$ cat src/rtl/pwm_timebase_ctrl.sv
// ---------------------------------------------------------------------------
// pwm_timebase_ctrl
//
// Timebase and update scheduler for the PWM generation datapath.
//
// This block generates the prescaled tick and the period counter that the
// PWM generator uses. It also holds the active per-channel edge and enable
// registers. Values written by software into the shadow registers move into
// the active registers in one of two ways:
//   - immediate mode: on the next clock edge;
//   - synchronous mode: only on the last tick of a period.
// In synchronous mode a channel never changes its edges partway through a
// period.
//
// Ports
//   PCLK                system clock, rising edge
//   PRESETN             asynchronous active-low reset
//   timebase_en         1 = counters run, 0 = counters held at 0
//   prescale_reg        a tick occurs every prescale_reg+1 cycles
//   period_reg          period_cnt counts 0..period_reg
//   sync_update_en      1 = shadow loads at period end, 0 = immediate
//   shadow_wr           one-cycle pulse, shadow contents already valid
//   pwm_posedge_shadow  software rising-edge values (PWM_NUM lanes)
//   pwm_negedge_shadow  software falling-edge values (PWM_NUM lanes)
//   pwm_enable_shadow   software channel enables
//   period_cnt          current period count
//   sync_pulse          prescaled tick
//   period_end          last tick of the period
//   pwm_posedge_reg     active rising-edge values
//   pwm_negedge_reg     active falling-edge values
//   pwm_enable_reg      active channel enables
//   update_pending      a shadow write is waiting for period end
// ---------------------------------------------------------------------------
module pwm_timebase_ctrl #(
    parameter int PWM_NUM    = 8,
    parameter int APB_DWIDTH = 8
) (
    input  logic                          PCLK,
    input  logic                          PRESETN,
    input  logic                          timebase_en,
    input  logic [APB_DWIDTH-1:0]         prescale_reg,
    input  logic [APB_DWIDTH-1:0]         period_reg,
    input  logic                          sync_update_en,
    input  logic                          shadow_wr,
    input  logic [PWM_NUM*APB_DWIDTH-1:0] pwm_posedge_shadow,
    input  logic [PWM_NUM*APB_DWIDTH-1:0] pwm_negedge_shadow,
    input  logic [PWM_NUM-1:0]            pwm_enable_shadow,
    output logic [APB_DWIDTH-1:0]         period_cnt,
    output logic                          sync_pulse,
    output logic                          period_end,
    output logic [PWM_NUM*APB_DWIDTH-1:0] pwm_posedge_reg,
    output logic [PWM_NUM*APB_DWIDTH-1:0] pwm_negedge_reg,
    output logic [PWM_NUM-1:0]            pwm_enable_reg,
    output logic                          update_pending
);

    localparam logic [APB_DWIDTH-1:0] CNT_ONE = {{(APB_DWIDTH-1){1'b0}}, 1'b1};

    logic [APB_DWIDTH-1:0] pre_cnt;
    logic                  imm_load;
    logic                  load_active;

    // The ">=" compares make the counters wrap on the next tick after
    // software shrinks a limit below the current count. Without them a
    // counter would run all the way to 2^APB_DWIDTH before wrapping.
    assign sync_pulse = timebase_en && (pre_cnt >= prescale_reg);
    assign period_end = sync_pulse && (period_cnt >= period_reg);

    // When the timebase is stopped, no period end will ever arrive. In that
    // case a pending or new write loads at once.
    assign imm_load    = !sync_update_en || !timebase_en;
    assign load_active = (shadow_wr || update_pending) && (imm_load || period_end);

    always_ff @(posedge PCLK or negedge PRESETN) begin
        if (!PRESETN) begin
            pre_cnt <= '0;
        end else if (!timebase_en || sync_pulse) begin
            pre_cnt <= '0;
        end else begin
            pre_cnt <= pre_cnt + CNT_ONE;
        end
    end

    always_ff @(posedge PCLK or negedge PRESETN) begin
        if (!PRESETN) begin
            period_cnt <= '0;
        end else if (!timebase_en) begin
            period_cnt <= '0;
        end else if (period_end) begin
            period_cnt <= '0;
        end else if (sync_pulse) begin
            period_cnt <= period_cnt + CNT_ONE;
        end
    end

    // All three active groups load together so that a channel never sees
    // new edges with a stale enable, or the reverse.
    always_ff @(posedge PCLK or negedge PRESETN) begin
        if (!PRESETN) begin
            pwm_posedge_reg <= '0;
            pwm_negedge_reg <= '0;
            pwm_enable_reg  <= '0;
            update_pending  <= 1'b0;
        end else if (load_active) begin
            pwm_posedge_reg <= pwm_posedge_shadow;
            pwm_negedge_reg <= pwm_negedge_shadow;
            pwm_enable_reg  <= pwm_enable_shadow;
            update_pending  <= 1'b0;
        end else if (shadow_wr) begin
            update_pending  <= 1'b1;
        end
    end

endmodule

$ cat config.mk
export PLATFORM = sky130hd
export DESIGN_NAME = pwm_timebase_ctrl
export DESIGN_NICKNAME = d
export VERILOG_FILES = /design/src/rtl/pwm_timebase_ctrl.sv
export SDC_FILE = /design/constraint.sdc
export NUM_CORES = 1
export LEC_CHECK = 0
export BUFFER_PORTS_ARGS = -buffer_cell sky130_fd_sc_hd__clkbuf_2
export CORE_MARGIN = 2
export CORE_UTILIZATION = 48
export CTS_BUF_LIST = sky130_fd_sc_hd__clkbuf_4
export CTS_CLUSTER_SIZE = 30
export DETAILED_ROUTE_END_ITERATION = 8
export PLACE_DENSITY = 0.82
export SYNTH_ARGS = -nofsm -noshare
export SYNTH_HDL_FRONTEND = slang
export SYNTH_SLANG_ARGS = --single-unit
$ cat constraint.sdc
create_clock -name PCLK -period 3.1 [get_ports PCLK]
set_clock_uncertainty 0.1 [all_clocks]
set_input_delay 0.31 -clock PCLK [delete_from_list [all_inputs] [get_ports PCLK]]
set_output_delay 0.31 -clock PCLK [all_outputs]
set_load 0.05 [all_outputs]
* Word-level counts from Yosys, hierarchy flattened
Index checks and enable logic that the tools add are counted.
** Word-level totals
- Output and inout bits :: 147
- Input port bits :: 157
- Word-level logic and storage cells :: 27
- Register bits after elaboration :: 153
** Cells by class
- Add/sub/neg operators :: 2
- Magnitude comparators :: 2
- Mux-type cells :: 6
- Equality and inequality tests :: 1
- Reduce and logical (&&, ||, !) cells :: 10
** Operators by type and width (count)
- 8-bit two-way mux :: 4
- 8-bit by 1-bit adder with 8-bit output (second input constant) :: 2
- 8-bit greater-or-equal comparator :: 2
- 1-bit logical OR :: 4
- 1-bit logical AND :: 3
- 3-bit by 1-bit != test with 1-bit output (second input constant) :: 1
- 1-bit zero test :: 2
- 1-bit two-way mux :: 2
- 2-bit nonzero test :: 1

* Logic depth before layout (Yosys ltp)
Gate-level depths: netlist (run 1).
- Depth in word-level cells :: 6
- Gate-level depth with buffers :: 10
- Gate-level depth less buffers :: 7

* Worst setup path before layout (run 1)
OpenSTA, ideal clock, no wires.
- Path kind :: register -> output
- Start point :: reg period_cnt[0]
- End point :: out period_end
- Buffers on the path :: 1
- Required time :: 2690 ps
- Cell stages (with the launch flop) :: 8
- Arrival time :: 2710 ps
- Slack :: -20 ps
- Cell sequence :: dfrtp_1 > inv_1 > ha_1 > nor2b_1 > o21ai_0 > a21oi_1 > clkbuf_1 > nor3_1
** Between the ends
- Cells in the longest elaborated chain, start to end :: 2
** Ends and longest elaborated chain
- from (decl) :: line 48 : output logic [APB_DWIDTH-1:0] period_cnt,
- from (signal assigned) :: line 92 : period_cnt <= period_cnt + CNT_ONE;
- 8-bit greater-or-equal comparator :: line 67 : assign period_end = sync_pulse && (period_cnt >= period_reg);
- 1-bit logical AND :: line 67
- to (decl) :: line 50 : output logic period_end,
No other way between the ends.

* Final worst setup path (run 1)
- Start point :: reg pre_cnt[2]
- End point :: out sync_pulse
** Between the ends
- Cells in the longest elaborated chain, start to end :: 2
** Ends and longest elaborated chain
- from (decl) :: line 59 : logic [APB_DWIDTH-1:0] pre_cnt;
- from (signal assigned) :: line 80 : pre_cnt <= pre_cnt + CNT_ONE;
- 8-bit greater-or-equal comparator :: line 66 : assign sync_pulse = timebase_en && (pre_cnt >= prescale_reg);
- 1-bit logical AND :: line 66
- to (decl) :: line 49 : output logic sync_pulse,
No other way between the ends.

==> results.md, run 1 <==
- Vias: around 5,500
- Main flop type after synthesis: dfrtp_1
- Port Buffer Count: about 300
- Post-synth EDFFs: 0
- Via/cell ratio: 5.08
- Area leader, netlist: dfrtp_1
- Net Count, Synth: 610
- Clock latency on the worst-skew pair: 0.57 ns
- Hold crit path type: primary input to flip-flop
- Max FO, Critical Path: 12
- Synthesized flop and latch total: 153
- Post-Synthesis Cell Area: 0.00650 mm2
- Max stage delay on crit path: about 0.45 ns
- Peak VDD IR: 399 uV
- Detailed placer's ending HPWL: 12,100 um
- Synth area leaders: dfrtp_1 59%, mux2_2 17%, mux2_4 9.2%
- Fraction of layout instances using a drive strength above 1: 0.538
- Area Overhead vs Synth: 51.4%
- Leakage: 4.92 nW
- Place WS: 0.339 ns
- Setup crit start: pre_cnt[2]
- Max cap viols: 0
- Worst setup EP type: output pin
- Mapped Cells: 435
- ANT nets after route: 0
- Initial antenna violation count: 1
- Net count, final: 1,061
- H-Tree Depth: 4
- Seq/Total Area, Yosys: 0.589
- Die width: 120 um
- Ys Warns: 0
- Final wirelength: 20,700 um
- Global route overflow: 0
- Top delay family on crit path: compound AO/OA/AOI/OAI gates
- Setup Viol. Count Final: 0
- FF-to-FF Start: period_cnt[5]
- Setup TNS: 0 ns
- RD Place Congestion: 0.872
- Count leader, synth: dfrtp_1
- Status: complete, no violations
- Gr usage total: 0.291
- Routed length per placed instance: 19.3 um
- Post-route cell area: between 0.009 and 0.01 mm2
- Startpoint Class: flip-flop
- Slew margin rel.: 0.381
- Crit-path cells: ha_1, a211oi_2, o21ai_2, a41oi_2, buf_4, nor2_1, clkbuf_2
- Syn avg cell area: 14.9 um2
- Clock Tree Buf Depth: 2
- Final worst slack: ~0.20 ns
- RSZ-0062 raised after global routing: no
- CTS Sinks: 153
- Critical path type: flip-flop to output pin
- Detailed Route Iter0 Violations: 366
- Drt drc: 0
- Synth top area share: 0.589
- Die area: 0.0145 mm2
- Endpoints failing hold: 0
- Worst Tran Pin Value: 0.928 ns
- WP data arrival: 2.49 ns
- Clock-pin slew of the registers on the worst-case setup and hold paths: 0.12 ns
- CTS tree: yes
- Commonest cells in the netlist: 153 x dfrtp_1, 96 x mux2_2, 40 x mux2_4, 18 x ha_1, 17 x nand2_1
- Post-synth ARST share: 1.00
- Req. time, crit path: 2.69 ns
- P per Cell Area: 616 mW/mm2
- Root Driver: clkbuf_4
- Fillers: 850
- CP bufs+invs: 2
- Core area: 0.0132 mm2
- Post-DP Area: 0.00817 mm2
- Num CTS Buffers: 17
- First-pass GRT wire length: 32,200 um
- Hold Crit Start: timebase_en
- Initial Util: 0.491
- Ports: between 300 and 400
- Row count: 42
- Final Max Slew Viols: 0
- Slowest CP cell: dfrtp_1
- Total chip power: between 0.006 and 0.007 W
- Final worst path period need: 2.90 ns
- Pin count of the biggest net entering global routing: 100
- Fmax: 345 MHz
- Tcrit/Tclk final: 0.936
- Die Height: about 120 um
- Vias in the first global route: between 6,000 and 7,000
- 1st-pass router iterations: 5
- Count of cell types in the netlist: 34
- # Post-CTS Setup Buffers: 0
## cell type report
cell class | count | area [um2] | area share
antenna | 1 | 2.50 | 0.000254
clock buffer | 19 | 143 | 0.0145
clock inverter | 13 | 123 | 0.0125
inverter | 17 | 63.8 | 0.00648
multi-input combinational | 247 | 2450 | 0.249
sequential | 153 | 3830 | 0.389
tap | 176 | 220 | 0.0224
timing repair buffer | 450 | 3020 | 0.306
## worst register-to-register path, delay by kind of cell, from the launching register on
family / cells / cell delay, ns
AOI/OAI and AO/OA: 2 / 0.60
DFF: 1 / 0.49
muxes: 1 / 0.49
buffers and inverters: 1 / 0.37
and+or+nand+nor: 2 / 0.35
adders and majority gates: 1 / 0.34
## path summary, 6_finish.rpt
kind	to	slack [ns]	depth (start not counted)
hold reg to reg	pwm_negedge_reg[23]	0.42	1
min in group asynchronous	pwm_posedge_reg[4]	0.26	2
setup reg to reg	pwm_posedge_reg[48]	0.27	7
hold / removal	period_cnt[3]	0.06	3
setup / recovery	sync_pulse	0.20	7
max in group asynchronous	pwm_posedge_reg[35]	1.81	3
## power by group
group	leakage [nW]	switching, W	internal, W
registers	1.83	0.000209	0.00231
clock network	0.138	0.000764	0.000422
logic	2.96	0.00162	0.000742
total	4.92	0.00259	0.00347
## layout by cell type, fill, tap and decap left out, types with 2 or more instances in the layout
cell type and count:
clkinv_4 4, ha_1 18, inv_1 16, nor2b_1 2, buf_4 4, xor2_1 5
clkbuf_2 301, a31oi_1 3, nor3_1 2, nand3_1 13, nand4b_1 2, dfrtp_1 153
o22ai_1 3, mux2_4 40, nand2_1 17, or3_1 2, buf_12 3, clkinvlp_4 3
mux2_2 96, a21oi_1 9, clkinv_1 2, nor2_1 15, dlygate4sd3_1 140, a211oi_1 2
o21ai_0 3, and3_1 3, inv_6 3, clkbuf_4 20
## logic make-up after synthesis
group | Yosys count | synth area share
flip-flops | 153 | 0.589
AO/OA/AOI/OAI | 28 | 0.0292
XOR/XNOR | 6 | 0.00808
multiplexers | 136 | 0.259
AND/OR/NAND/NOR | 59 | 0.0423
buffers and inverters | 35 | 0.0383
adder cells (fa/ha/maj) | 18 | 0.0346
## per-stage QoR
stage | hold WS (ns) | std cells | util
6_report | 0.0609 | 1076 | 0.743
5_1_grt | 0.0299 | 1076 | 0.743
2_1_floorplan | -0.0856 | 435 | -
3_5_place_dp | 0.381 | 903 | 0.617
3_3_place_gp | 0.363 | 903 | 0.617
4_1_cts | 0.00529 | 1075 | 0.743
## repair_timing
item,4_1_cts,5_1_grt
setup endpoints to repair,0,2
hold endpoints to repair,233,0
gates resized for setup,0,4
hold buffers,140,0
## metal layers
layer / vias up / part of all wire / GRT usage
li1: 2443 / - / -
met1: 2671 / 0.35 / 0.314
met2: 294 / 0.54 / 0.530
met3: 55 / 0.079 / 0.0858
met4: 0 / 0.031 / 0.122
met5: - / 0 / 0
Note: power is estimated with default switching activity, not from simulation.
==> inputs of run 2 (changes only) <==
==> constraint.sdc (replaced) <==
create_clock -name PCLK -period 3 [get_ports PCLK]
set_clock_uncertainty 0.1 [all_clocks]
set_input_delay 0.3 -clock PCLK [delete_from_list [all_inputs] [get_ports PCLK]]
set_output_delay 0.3 -clock PCLK [all_outputs]
set_load 0.05 [all_outputs]
==> run 2 against run 1 <==
Net effect:
- critical path depth is the same
- sequential cell count is the same
- first-iteration DRC count shrank 18%
- sequential share of layout area shrank 0.069 points
- routed wire length shrank 1.2%
- combinational power grew 3%
- via count grew 1.5%
- power grew 5.4%
- largest cell class unchanged
- highest routed layer unchanged
==> results.md, run 2 (synthesis gave the netlist of run 1 again) <==
- Status: complete, no violations
- Slew margin rel.: 0.575
- RR Endpoint: pwm_negedge_reg[25]
- Peak VDD IR: 416 uV
- Final worst path period need: 2.79 ns
- Final core occ: 0.745
- RD Place Congestion: 0.902
- Setup TNS: 0 ns
- Setup Viol. Count Final: 0
- Global route overflow: 0
- Worst Tran Pin Value: 0.637 ns
- Power Internal: 0.00377 W
- Critical path type: flip-flop to flip-flop
- CTS Sinks: 153
- RSZ-0062 raised after global routing: no
- Clock latency on the worst-skew pair: ~0.53 ns
- Routed length per placed instance: 19.0 um
- Top delay family on crit path: compound AO/OA/AOI/OAI gates
- Commonest non-fill, non-tap cell in the layout: clkbuf_2
- Multi-input gate area: 0.00244 mm2
- DR top layer: met4
- # Post-CTS Setup Buffers: 0
- Die width: 120 um
- P per Cell Area: 648 mW/mm2
- Leakage: slightly below 5 nW
- Switching part of the total: 0.411
- Row count: 42
- FF-to-FF Start: period_cnt[5]
- Net count, final: between 1,000 and 1,500
- Req. time, crit path: 3.35 ns
- Initial antenna violation count: 1
- DR WL met3: 1500 um
- Worst setup EP type: flip-flop
- H-Tree Depth: 4
- Root Driver: clkbuf_4
- WP depth: 7
- R2R cell count: 7
- Endpoints failing hold: 0
- Reg area: 0.00383 mm2
- Via/cell ratio: 5.16
- Initial Util: 0.491
- First-pass GRT wire length: 31,300 um
- Die Height: 120 um
- Met2 WL post-DR: 10,700 um
- Setup crit start: period_cnt[5]
- Vias: 5,544
- CP endpoint: pwm_negedge_reg[25]
- Fillers: 820
- WHS Path Cells: 3
- Fraction of layout instances using a drive strength above 1: 0.536
- Clock Tree Buf Depth: 2
- Flop pwr share: 0.408
- Pin count of the biggest net entering global routing: 77
- Core area: 0.0132 mm2
- CTS tree: yes
- Startpoint Class: flip-flop
- Logic gate share of total power: 0.380
- Max stage delay on crit path: approximately 0.50 ns
- CP bufs+invs: 1
- 1st-pass router iterations: 5
- ANT nets after route: 0
- Detailed Route Iter0 Violations: roughly 300
- Vias in the first global route: 5,988
- Hold crit path type: primary input to flip-flop
- Fmax: 358 MHz
- Crit-path cells: ha_1, nand2_1, nor3_1, a211oi_1, a311oi_4, buf_12, mux2_2
- Die area: ~0.014 mm2
- Drt drc: 0
- Gr usage total: 0.283
- Ports: 304
- WL met1: 7450 um
- NetSw: 0.00263 W
- Commonest cells after routing, fill and taps aside: 301 x clkbuf_2, 153 x dfrtp_1, 139 x dlygate4sd3_1
- Final wirelength: 20,500 um
- Detailed placer's ending HPWL: ~12,000 um
- Tcrit/Tclk final: 0.931
- Port Buffer Count: 303
- Area Overhead vs Synth: 51.7%
- Final Max Slew Viols: 0
- Max FO, Critical Path: 76
- WP data arrival: 3.14 ns
- Clock-pin slew of the registers on the worst-case setup and hold paths: 0.15 ns
- Clock power frac: 0.212
- Num CTS Buffers: 17
- Max cap viols: 0
- Slowest CP cell: dfrtp_1
- R2R Setup Slk: about 0.21 ns
==> run 2: cell count changes in the layout (fill, tap and decap cells not counted), sizes merged <==
cell / before / now
clkinv: 7 / 4
bufinv: 1 / 3
clkbuf: 321 / 323
inv: 19 / 17
buf: 8 / 7
clkinvlp: 3 / 4
dlygate4sd3: 140 / 139
==> run 2: timing repair <==
item / in CTS / in global routing
gates resized for setup: 0 / 3
setup endpoints to repair: 0 / 2
hold buffers: 139 / 0
hold endpoints to repair: 206 / 0
==> run 2: layer usage <==
metal	up-vias	track usage
met2	318	0.504
met4	0	0.143
li1	2434	-
met5	-	0
met3	65	0.0788
met1	2727	0.308
==> run 2: through the flow <==
step	total power [W]	hold slack [ns]	setup slack, ns	instance area [um2]	instances
after floorplan	0.00426	-0.0956	0.316	6510	435
after global placement	0.00479	0.230	0.368	8160	902
after detailed placement	0.00485	0.249	0.300	8160	902
after CTS	0.00633	0.0233	0.0747	9850	1073
after global routing	0.00663	0.0579	0.0101	9860	1074
final	0.00639	0.0898	0.207	9860	1074
==> run 2: worst register-to-register path: stages (launching register included) <==
cell and delay (ns):
dfrtp_1 0.50, ha_1 0.36, nand2_1 0.06, nor3_1 0.24
a211oi_1 0.17, a311oi_4 0.41, buf_12 0.38, mux2_2 0.50
==> run 2: layout make-up <==
| class | instances | share of cell area |
|---|---|---|
| Timing Repair Buffer | 448 | 0.304 |
| Multi-Input combinational cell | 247 | 0.247 |
| Sequential cell | 153 | 0.388 |
| Clock buffer | 21 | 0.0160 |
| Tap cell | 176 | 0.0223 |
| Clock inverter | 11 | 0.0148 |
| Inverter | 17 | 0.00647 |
| Antenna cell | 1 | 0.000254 |
==> run 2: worst min path at each step <==
stage / startpoint / endpoint
finish: shadow_wr / update_pending
global route: shadow_wr / update_pending
CTS: shadow_wr / update_pending
detailed placement: PRESETN / pwm_negedge_reg[60]
global placement: PRESETN / pwm_negedge_reg[59]
floorplan: PRESETN / period_cnt[0]
==> run 2: power groups by stage <==
stage | registers [W] | clock network (W) | logic, W
4_1_cts | 0.00258 | 0.00136 | 0.00239
2_1_floorplan | 0.00375 | 0 | 0.000510
5_1_grt | 0.00264 | 0.00147 | 0.00252
6_report | 0.00261 | 0.00136 | 0.00243
3_3_place_gp | 0.00259 | 0 | 0.00220
3_5_place_dp | 0.00262 | 0 | 0.00224
